`src/rtl/gearbox_row_fifo.sv`:
```
// gearbox_row_fifo: packs IN_W-bit words LSB-first into OUT_W-bit rows
// with a row address per row, valid/ready on both sides and start/abort/done.
module gearbox_row_fifo #(
    parameter int IN_W  = 64,
    parameter int OUT_W = 72,
    parameter int BUF_W = 192,
    parameter int ROW_W = 7
) (
    input  logic             clk,
    input  logic             rst,
    input  logic             start,
    input  logic             abort,
    input  logic [ROW_W-1:0] row_limit,
    input  logic             in_valid,
    output logic             in_ready,
    input  logic [IN_W-1:0]  in_data,
    output logic             out_valid,
    input  logic             out_ready,
    output logic [OUT_W-1:0] out_data,
    output logic [ROW_W-1:0] out_addr,
    output logic             busy,
    output logic             done
);

    localparam int FILL_W = $clog2(BUF_W + 1);
    localparam int OWED_W = ROW_W + $clog2(OUT_W + 1);

    localparam logic [FILL_W-1:0] C_IN   = FILL_W'(IN_W);
    localparam logic [FILL_W-1:0] C_OUT  = FILL_W'(OUT_W);
    localparam logic [FILL_W-1:0] C_ROOM = FILL_W'(BUF_W - IN_W);
    localparam logic [OWED_W-1:0] C_OWED_IN  = OWED_W'(IN_W);
    localparam logic [OWED_W-1:0] C_OWED_ROW = OWED_W'(OUT_W);
    localparam logic [ROW_W-1:0]  C_ONE = ROW_W'(1);

    typedef enum logic [1:0] {
        S_IDLE,
        S_RUN,
        S_LAST
    } state_t;

    state_t            r_state;
    logic [BUF_W-1:0]  r_buf;
    logic [FILL_W-1:0] r_fill;
    logic [OWED_W-1:0] r_owed;
    logic [ROW_W-1:0]  r_limit;
    logic [ROW_W-1:0]  r_rows;
    logic              r_out_valid;
    logic [OUT_W-1:0]  r_out_data;
    logic [ROW_W-1:0]  r_out_addr;
    logic              r_done;

    logic              w_in_ready;
    logic              w_push;
    logic              w_pop;
    logic              w_last_pop;
    logic [FILL_W-1:0] w_fill_sh;
    logic [FILL_W-1:0] w_fill_nx;
    logic [BUF_W-1:0]  w_buf_sh;
    logic [BUF_W-1:0]  w_word;
    logic [BUF_W-1:0]  w_buf_nx;
    logic [OWED_W-1:0] w_owed_nx;

    // Input is taken only while there is room for a whole word and the
    // transfer still needs bits; depends on registers only.
    assign w_in_ready = (r_state == S_RUN) && (r_fill <= C_ROOM)
                        && (r_owed != '0);
    assign w_push     = in_valid && w_in_ready;
    assign w_pop      = (r_state == S_RUN) && (r_fill >= C_OUT)
                        && (!r_out_valid || out_ready);
    assign w_last_pop = w_pop && (r_rows == r_limit - C_ONE);

    // A pop shifts the buffer down first; the new word lands above what is left.
    assign w_fill_sh = w_pop ? r_fill - C_OUT : r_fill;
    assign w_buf_sh  = w_pop ? (r_buf >> OUT_W) : r_buf;
    assign w_word    = BUF_W'(in_data) << w_fill_sh;
    assign w_buf_nx  = w_push ? (w_buf_sh | w_word) : w_buf_sh;
    assign w_fill_nx = w_push ? w_fill_sh + C_IN : w_fill_sh;
    assign w_owed_nx = !w_push ? r_owed
                     : (r_owed > C_OWED_IN) ? r_owed - C_OWED_IN : '0;

    assign in_ready  = w_in_ready;
    assign out_valid = r_out_valid;
    assign out_data  = r_out_data;
    assign out_addr  = r_out_addr;
    assign busy      = (r_state != S_IDLE);
    assign done      = r_done;

    // Transfer control FSM with registered row output and done pulse.
    always_ff @(posedge clk or posedge rst) begin
        if (rst) begin
            r_state     <= S_IDLE;
            r_owed      <= '0;
            r_limit     <= '0;
            r_rows      <= '0;
            r_out_valid <= 1'b0;
            r_out_data  <= '0;
            r_out_addr  <= '0;
            r_done      <= 1'b0;
        end else begin
            r_done <= 1'b0;
            if (abort) begin
                r_state     <= S_IDLE;
                r_out_valid <= 1'b0;
            end else begin
                unique case (r_state)
                    S_IDLE: begin
                        if (start) begin
                            if (row_limit != '0) begin
                                r_state <= S_RUN;
                                r_limit <= row_limit;
                                r_rows  <= '0;
                                r_owed  <= OWED_W'(row_limit) * C_OWED_ROW;
                            end else begin
                                r_done <= 1'b1;
                            end
                        end
                    end
                    S_RUN: begin
                        r_owed <= w_owed_nx;
                        if (w_pop) begin
                            r_out_data  <= r_buf[OUT_W-1:0];
                            r_out_addr  <= r_rows;
                            r_out_valid <= 1'b1;
                            r_rows      <= r_rows + C_ONE;
                            if (w_last_pop) begin
                                r_state <= S_LAST;
                            end
                        end else if (r_out_valid && out_ready) begin
                            r_out_valid <= 1'b0;
                        end
                    end
                    S_LAST: begin
                        if (r_out_valid && out_ready) begin
                            r_out_valid <= 1'b0;
                            r_state     <= S_IDLE;
                            r_done      <= 1'b1;
                        end
                    end
                    default: begin
                        r_state <= S_IDLE;
                    end
                endcase
            end
        end
    end

    // Packing buffer; anything left over outside RUN is discarded.
    always_ff @(posedge clk or posedge rst) begin
        if (rst) begin
            r_buf  <= '0;
            r_fill <= '0;
        end else if (abort || (r_state != S_RUN)) begin
            r_buf  <= '0;
            r_fill <= '0;
        end else begin
            r_buf  <= w_buf_nx;
            r_fill <= w_fill_nx;
        end
    end

endmodule

```
`config.mk`:
```
export PLATFORM = sky130hd
export DESIGN_NAME = gearbox_row_fifo
export DESIGN_NICKNAME = d
export VERILOG_FILES = /design/src/rtl/gearbox_row_fifo.sv
export SDC_FILE = /design/constraint.sdc
export NUM_CORES = 1
export LEC_CHECK = 0
export BUFFER_PORTS_ARGS = -buffer_cell sky130_fd_sc_hd__buf_2
export CAP_MARGIN = 20
export CELL_PAD_IN_SITES_DETAIL_PLACEMENT = 1
export CELL_PAD_IN_SITES_GLOBAL_PLACEMENT = 1
export CORE_MARGIN = 1
export CORE_UTILIZATION = 25
export CTS_CLUSTER_SIZE = 8
export DETAILED_ROUTE_END_ITERATION = 7
export GPL_TIMING_DRIVEN = 0
export PLACE_DENSITY = 0.52
export SYNTH_ARGS = -nofsm -noshare
export SYNTH_HDL_FRONTEND = slang
export SYNTH_SLANG_ARGS = --single-unit
```
`constraint.sdc`:
```
create_clock -name clk -period 15.9 [get_ports clk]
set_input_delay 3.18 -clock clk [delete_from_list [all_inputs] [get_ports clk]]
set_output_delay 3.18 -clock clk [all_outputs]
set_load 0.02 [all_outputs]
```
# ---- Yosys cells after proc, flatten, opt, wreduce, memory -nomap -nowiden
# Cells that the tools add are included.
dict set report op_classes {
  add_sub_neg 5
  mul 1
  n_lt_le_gt_ge 3
  eq_ne 13
  shifts 1
  mux 31
  bitwise 2
  reduce_logical 21
}
# cell count
set op_table {}
lappend op_table {{$mux W192} 3}
lappend op_table {{$or A192 B192 Y192} 1}
lappend op_table {{$shl A64 B8 Y192} 1}
lappend op_table {{$mux W14} 4}
lappend op_table {{$pmux W14 S2} 1}
lappend op_table {{$mux W8} 3}
lappend op_table {{$mux W7} 3}
lappend op_table {{$ne A3 B3 Y1 const B} 5}
lappend op_table {{$reduce_and A5 Y1} 3}
lappend op_table {{$gt A14 B7 Y1 const B} 1}
lappend op_table {{$pmux W7 S2} 1}
lappend op_table {{$reduce_bool A14 Y1} 1}
lappend op_table {{$sub A14 B7 Y14 const B} 1}
lappend op_table {{$mux W2} 6}
lappend op_table {{$mul A7 B4 Y11 const B} 1}
lappend op_table {{$add A8 B7 Y8 const B} 1}
lappend op_table {{$ge A8 B7 Y1 const B} 1}
lappend op_table {{$le A8 B8 Y1 const B} 1}
lappend op_table {{$ne A2 B2 Y1 const B} 4}
lappend op_table {{$sub A8 B7 Y8 const B} 1}
lappend op_table {{$add A7 B1 Y7 const B} 1}
lappend op_table {{$eq A7 B7 Y1} 1}
lappend op_table {{$logic_and A1 B1 Y1} 7}
lappend op_table {{$mux W1} 7}
lappend op_table {{15 further kinds} 18}
dict set report word_totals {
  regBits 311
  in_bits 77
  out_inout_bits 83
  word_cells 87
}

# ---- Depth between registers and ports, before layout
# Gate-level depths: netlist of the first run.
dict set report depth {
  depth_word 8
  ltp_mapped 13
  mapped_depth_nobuf 9
}

# ---- Worst setup path after synthesis of the first run
# Ideal clock, no wire load.
dict set report synth_timing {
  kind {input -> register}
  startpoint {in out_ready}
  endpoint {reg r_buf[176]}
  setup_time_ns 0.148
  arrival_time_ns 5.145
  required_ns 15.752
  setup_slack_ns 10.607
  stages 9
  n_path_buf 2
  cell_sequence {and2b_4 nor3_4 mux2_4 buf_8 buf_12 mux2i_1 mux2i_2 a221oi_1 a221oi_2}
}
dict set report synth_via {
  elab_chain_len 7
  elab_cells_between_ends 8
}
# element line_no
set synth_rtl {}
lappend synth_rtl {{from (decl)} 18} ;# input logic out_ready,
lappend synth_rtl {{$logic_or A1 B1 Y1 (*)} 69} ;# && (!r_out_valid || out_ready);
lappend synth_rtl {{$logic_and A1 B1 Y1 (*)} 69}
lappend synth_rtl {{$mux W8} 73} ;# assign w_fill_sh = w_pop ? r_fill - C_OUT : r_fill;
lappend synth_rtl {{$shl A64 B8 Y192} 75} ;# assign w_word = BUF_W'(in_data) << w_fill_sh;
lappend synth_rtl {{$or A192 B192 Y192} 76} ;# assign w_buf_nx = w_push ? (w_buf_sh | w_word) : w_buf_sh;
lappend synth_rtl {{$mux W192 (*)} 76}
lappend synth_rtl {{$mux W192 (*)} 152} ;# end else if (abort || (r_state != S_RUN)) begin
lappend synth_rtl {{to (signal assigned)} 156} ;# r_buf <= w_buf_nx;
lappend synth_rtl {{to (decl)} 42} ;# logic [BUF_W-1:0] r_buf;
# Mark *: on every way between the ends. The rest lies on a longest branch, timed or not.
# A chain may end at the register's enable or synchronous reset.

# ---- Worst setup path after layout of the first run
dict set report layout_timing {
  startpoint {in out_ready}
  endpoint {reg r_buf[59]}
}
# The elaborated chain is that of the path after synthesis.

==> summary.md, run 1 <==
| Metric | Value |
|---|---|
| PwrDens | between 100 and 150 nW/um2 |
| DRT Pass-1 Iters | 6 |
| Syn_nets | between 1,500 and 2,000 |
| Setup crit end kind | flip-flop |
| Number of CTS-inserted buffers | 45 |
| Max-slew violation total from the final report | 0 |
| Antenna diode count | 0 |
| FF-to-FF path depth | 10 |
| Post-CTS sizing | 0 |
| Max IR drop VDD | around 0.068 mV |
| Min Clock Period, post-route | 6.99 ns |
| Clock transition at path regs | about 0.05 ns |
| Yosys reg bits | ~310 |
| Vias post-DR | roughly 17,000 |
| Number of remaining DRC errors | 0 |
| Gpl congestion | ~0.99 |
| Port bufs | 159 |
| Leak pwr | between 8 and 9 nW |
| Yosys cell types | 85 |
| Die area | 70,600 um2 |
| Max-cap viol count | 0 |
| Largest net degree at the start of global routing | 115 |
| Postcts setup bufs | 0 |
| Outcome | finished clean |
| Worst Path Required | approximately 16 ns |
| Place WS | between 8 and 9 ns |
| Critical Path Source | out_ready |
| Slew HR | 0.246 |
| Initial antenna violation count | 7 |
| Sequential-to-total area share from yosys stat | 0.439 |
| Die Height | between 200 and 300 um |
| Vias in the first global route | 17,133 |
| Detailed-route wire length | around 94 mm |
| CP max-delay cell | mux2i_1 |
| Share of cells above drive strength 1 | 0.203 |
| GRT Util Overall | 0.264 |
| Hold Vio Cnt, Final | 0 |
| Worst-skew pair later-pin latency | approximately 0.59 ns |
| Synthesized area | between 15,000 and 20,000 um2 |
| Final setup vio count | 0 |
| Setup crit end | r_buf[59] |
| Internal reg-to-reg setup slack | between 10 and 15 ns |
| CTS tree | yes |
| Initial Util | 0.253 |
| Worst-path cell chain | buf_2, and2b_4, nor3_4, mux2i_2, buf_4, mux2i_1, mux2i_1, mux2i_1, o22ai_1 |
| Area Overhead vs Synth | 19.1% |
| Most used cell, CP | mux2i_1 |
| Worst hold slack | 0.460 ns |
| Hold Buf Count CTS | 0 |
| CP Max Fanout | 10 |
| Synth warn | 0 |
| Worst Tran Pin Value | around 1.1 ns |
| Startpoint types | input pin |
| Number of H-tree levels | 2 |
| Post-synth EDFFs | 0 |
| Via density | ~5.6 |
| Worst hold path type | flip-flop to flip-flop |
| Fin Clk Skew | 0.0317 ns |
| Most used DFF post-synth | dfrtp_1 |
| Worst EP arrival | around 7.4 ns |
| Setup TNS Final | 0 ns |
| Reg2reg start | r_fill[4] |
| Post-Syn Instances | ~1,800 |
| GRT overflow | 0 |
| Num Clock Sinks | ~310 |
| Asr flop ratio synth | 1.00 |
| Cell row count | 96 |
| Global-route wire length before repair | around 130 mm |
| Final worst slack | around 8.9 ns |
| # IOs | 160 |
| DIE WIDTH | 266 um |
| Max incr delay on CP | 0.92 ns |
| Avg Inst Size Synth | 9.69 um2 |
| Fin nets | roughly 2,100 |
| Core area | between 60,000 and 70,000 um2 |
| Setup Crit Path Kind | input pin to flip-flop |
| Max Freq | roughly 140 MHz |
| Clock root buffer | clkbuf_16 |
| Reg-to-reg critical path endpoint | r_buf[59] |
| Post-route ant nets | 0 |
| DR iter-0 viols | about 1,500 |
| Final HPWL DP | approximately 73 mm |
| RSZ-0062 raised after global routing | false |
| Tcrit/Tclk final | 0.440 |
| CTS Buffer Depth | 3 |
| Fill cell count | roughly 8,000 |
| Post-DR wirelength/cell | between 30 and 40 um |
cells in the mapped netlist, types with 28 or more instances:
cell,n,area share
o21ai_0,100,0.029
a21oi_1,105,0.030
a211oi_1,39,0.017
o22ai_1,56,0.020
a22oi_1,28,0.012
mux2_2,79,0.051
clkbuf_1,88,0.019
nor3_1,50,0.014
a31oi_1,43,0.015
nand2_1,256,0.055
mux2i_1,148,0.085
a221oi_1,32,0.016
buf_2,32,0.0092
nor2_1,83,0.018
dfrtp_1,305,0.44
final cells by class:
| type | instances | area (um2) | share of cell area |
|---|---|---|---|
| Tap cell | 931 | 1160 | 0.0563 |
| Buffer | 144 | 704 | 0.0340 |
| Clock inverter | 6 | 81.3 | 0.00393 |
| Multi-Input combinational cell | 1326 | 8980 | 0.434 |
| Inverter | 19 | 78.8 | 0.00381 |
| Sequential cell | 305 | 7630 | 0.369 |
| Clock buffer | 48 | 1160 | 0.0559 |
| Timing Repair Buffer | 164 | 898 | 0.0434 |
worst min-delay path by stage:
stage                    start          to  slack, ns  depth (start not counted)
floorplan           r_buf[152]  r_buf[152]       0.43                          2
global placement    r_buf[159]  r_buf[159]       0.45                          2
detailed placement  r_buf[154]  r_buf[154]       0.46                          2
CTS                 r_buf[154]  r_buf[154]       0.47                          2
global route        r_buf[158]  r_buf[158]       0.49                          2
finish              r_buf[158]  r_buf[158]       0.46                          2
per-stage QoR:
stage | instances | power [mW] | cell area [um2] | util
floorplan | 1794 | 1.08 | 17400 | -
global placement | 2884 | 1.26 | 19300 | 0.282
detailed placement | 2888 | 1.26 | 19400 | 0.283
CTS | 2942 | 2.17 | 20700 | 0.301
global route | 2943 | 2.23 | 20700 | 0.301
finish | 2943 | 2.14 | 20700 | 0.301
routing by layer:
| layer | part of all wire | up-vias | track usage |
|---|---|---|---|
| li1 | - | 7064 | - |
| met1 | 0.45 | 8597 | 0.370 |
| met2 | 0.43 | 711 | 0.399 |
| met3 | 0.070 | 181 | 0.0518 |
| met4 | 0.044 | 4 | 0.104 |
| met5 | 0.00027 | - | 0 |
sequential cells by signal (all words and copies together), names as in the netlist:
register and count:
r_state 2, r_buf 192, done 1, r_rows 7, r_limit 7, r_fill 5, r_owed 11, out_valid 1
out_addr 7, out_data 72
cell usage in the layout (no fill, tap or decap), drive strengths merged, types with 7 or more instances in the layout:
| cell | n |
|---|---|
| dfrtp | 305 |
| nand2 | 257 |
| buf | 219 |
| mux2i | 167 |
| clkbuf | 137 |
| o21ai | 126 |
| a21oi | 105 |
| nor2 | 85 |
| mux2 | 80 |
| o22ai | 57 |
| nor3 | 55 |
| a31oi | 43 |
| a211oi | 39 |
| a221oi | 39 |
| a22oi | 28 |
| nand3 | 27 |
| nand4 | 22 |
| inv | 20 |
| and2 | 18 |
| o22a | 16 |
| ha | 15 |
| xnor2 | 13 |
| nand2b | 12 |
| and3 | 11 |
| o21a | 9 |
| nor2b | 7 |
| xor2 | 7 |
| a21boi | 7 |
| o32ai | 7 |
critical path: cells and delay by family:
family          cells  cell delay [ns]
compound gates      1             0.21
buf+inv             2             0.53
mux                 4             2.83
simple gates        2             0.62
report_power, final:
part           switching, mW  leakage (nW)  internal, mW  total (mW)
Sequential            0.0325          4.23         0.808       0.840
Combinational          0.307          3.91         0.111       0.418
Clock                  0.360         0.610         0.526       0.886
Total                  0.699          8.75          1.45        2.14
kinds of logic (layout without fill, tap and decap cells):
family / count (synthesis) / after routing / share of synthesized area
flops: 305 / 305 / 0.439
buf+inv: 163 / 381 / 0.0446
simple gates: 514 / 514 / 0.138
fa+ha+maj: 16 / 16 / 0.0119
mux: 247 / 247 / 0.153
compound gates: 529 / 529 / 0.204
xor+xnor: 20 / 20 / 0.0101
Power figures use the tool's default switching activity.
==> run 2: changes to the inputs <==
- clock period: 15.9 -> 6.9 ns (I/O delays scaled with it)
==> run 2 against run 1 <==
Compared with the run above:
- sequential power increased by 130%
- wire length grew 2.5%
- final cell count grew 0.37%
- register-to-register slack got worse by 8.7 ns
- die area unchanged
- critical path depth unchanged
- first-iteration DRC count is 12% lower
==> summary.md, run 2 (synthesis results as in run 1) <==
| Metric | Value |
|---|---|
| Cells on Worst Hold Path | 2 |
| PwrDens | approximately 240 nW/um2 |
| Fill cell count | ~8,000 |
| Cell row count | between 90 and 100 |
| CP Max Fanout | 10 |
| Largest net degree at the start of global routing | 41 |
| Largest Register | r_buf |
| Via density | approximately 5.6 |
| Initial antenna violation count | 2 |
| Die Height | about 270 um |
| Worst Path Buf+Inv | 2 |
| Global-route wire length before repair | about 130 mm |
| Worst hold slack | about 0.45 ns |
| Reg-to-reg critical path endpoint | r_buf[62] |
| DR iter-0 viols | around 1,300 |
| Worst hold path type | flip-flop to flip-flop |
| Max reg flops | 192 |
| # IOs | between 150 and 200 |
| Outcome | finished clean |
| GRT overflow | 0 |
| Max-cap viol count | 0 |
| Worst Tran Pin Value | 1.21 ns |
| Final HPWL DP | approximately 76 mm |
| RSZ-0062 raised after global routing | false |
| Num Clock Sinks | 305 |
| Vias in the first global route | roughly 17,000 |
| Worst hold start | r_buf[158] |
| Max incr delay on CP | approximately 0.87 ns |
| WP depth | 9 |
| Min Clock Period, post-route | ~5 ns |
| GRT Util Overall | 0.272 |
| Post-route ant nets | 0 |
| Max-slew violation total from the final report | 0 |
| Most common cell after layout, fill and taps aside | dfrtp_1 |
| Slew HR | 0.174 |
| Fin util | 0.302 |
| Multi-input logic area | approximately 9000 um2 |
| Leak pwr | roughly 9 nW |
| Kind of cell adding the most delay to the critical path | multiplexers |
| Worst-path cell chain | buf_2, and2b_4, nor3_4, mux2i_2, buf_4, mux2i_1, mux2i_1, mux2i_1, o22ai_1 |
| Area Overhead vs Synth | 19.4% |
| Fin nets | between 2,000 and 2,500 |
| Die area | 70,600 um2 |
| Number of CTS-inserted buffers | 45 |
| Core area | between 60,000 and 70,000 um2 |
| Post-DR wirelength/cell | approximately 33 um |
| Setup Crit Path Kind | input pin to flip-flop |
| Worst-skew pair later-pin latency | 0.59 ns |
| FF-to-FF path depth | 10 |
| Initial Util | 0.253 |
| Storage element area | ~7600 um2 |
| Startpoint types | input pin |
| Gpl congestion | slightly below 1 |
| Clock root buffer | clkbuf_16 |
| Clock transition at path regs | ~0.050 ns |
| Hold Crit Endpoint | r_buf[158] |
| Hold Buf Count CTS | 0 |
| Vias post-DR | between 15,000 and 20,000 |
| Detailed-route wire length | between 90 and 100 mm |
| CTS Buffer Depth | 3 |
| Port bufs | roughly 160 |
| Reg2reg start | r_fill[4] |
| Setup crit end kind | flip-flop |
| Number of remaining DRC errors | 0 |
| Leading cell types in the layout, fill and taps excluded | dfrtp_1 (305), nand2_1 (256), buf_2 (192) |
| Max Freq | 197 MHz |
| Postcts setup bufs | 0 |
| Fin Clk Skew | 0.0204 ns |
| Post-CTS sizing | 0 |
| Share of cells above drive strength 1 | 0.203 |
| Final total power | approximately 4.9 mW |
| Final setup vio count | 0 |
| DRT Pass-1 Iters | 6 |
| Number of H-tree levels | 2 |
| Worst EP arrival | 5.46 ns |
| CP max-delay cell | mux2i_1 |
| Max IR drop VDD | between 0.1 and 0.15 mV |
| Internal reg-to-reg setup slack | between 2 and 2.5 ns |
| Hold Vio Cnt, Final | 0 |
| Tcrit/Tclk final | 0.734 |
| Most used cell, CP | mux2i_1 |
| Worst Path Required | roughly 7.3 ns |
| CTS tree | yes |
| DIE WIDTH | 266 um |
## run 2: changes by cell type in the layout (fill, tap and decap cells not counted)
cell        delta
buf_12         +8
diode_2        +1
buf_16         -2
inv_8          -1
clkbuf_1       +7
clkinv_2       -1
inv_6          +1
buf_4          +1
clkinvlp_4     +1
clkinv_8       -2
buf_8          -1
bufinv_16      -1
## run 2: worst max-delay path by stage
stage,startpoint,to,slack (ns)
after floorplan,rst,done,1.46
final,out_ready,r_buf[62],1.84
after global routing,out_ready,r_buf[186],1.92
after detailed placement,out_ready,r_buf[62],1.38
after CTS,out_ready,r_buf[62],1.96
after global placement,rst,out_data[70],-0.79
## run 2: per-stage QoR
step | setup WS [ns] | cell area, um2 | setup TNS [ns] | instances
2_1_floorplan | 1.46 | 17400 | 0 | 1794
3_3_place_gp | -0.795 | 19300 | -222.24 | 2884
3_5_place_dp | 1.38 | 19600 | 0 | 2895
4_1_cts | 1.96 | 20800 | 0 | 2953
5_1_grt | 1.92 | 20800 | 0 | 2953
6_report | 1.84 | 20800 | 0 | 2954
## run 2: routing by layer
metal,share of wire,global-route usage
met5,0.00012,0
met4,0.035,0.0929
met3,0.070,0.0559
met2,0.44,0.419
met1,0.45,0.377
## run 2: layout make-up
class / count / area share
clock buffers: 55 / 0.0570
multi-input cells: 1326 / 0.433
clock inverters: 3 / 0.00108
plain buffers: 144 / 0.0339
repair buffers: 170 / 0.0480
flip-flops and latches: 305 / 0.368
diodes: 1 / 0.000121
inverters: 19 / 0.00362
well taps: 931 / 0.0561
## run 2: worst reg2reg max path, delay by kind of cell, from the launching register on
kind / cells / cell delay [ns]
AO/OA/AOI/OAI: 2 / 0.44
adder cells (fa/ha/maj): 1 / 0.21
buffers and inverters: 2 / 0.56
flip-flops: 1 / 0.47
multiplexers: 4 / 2.62
AND/OR/NAND/NOR: 1 / 0.42
## run 2: where the power goes
part	total, mW	switching [mW]	internal (mW)	leakage [nW]
logic	0.981	0.718	0.263	3.95
clock network	2.01	0.830	1.18	0.591
registers	1.94	0.0744	1.86	4.23
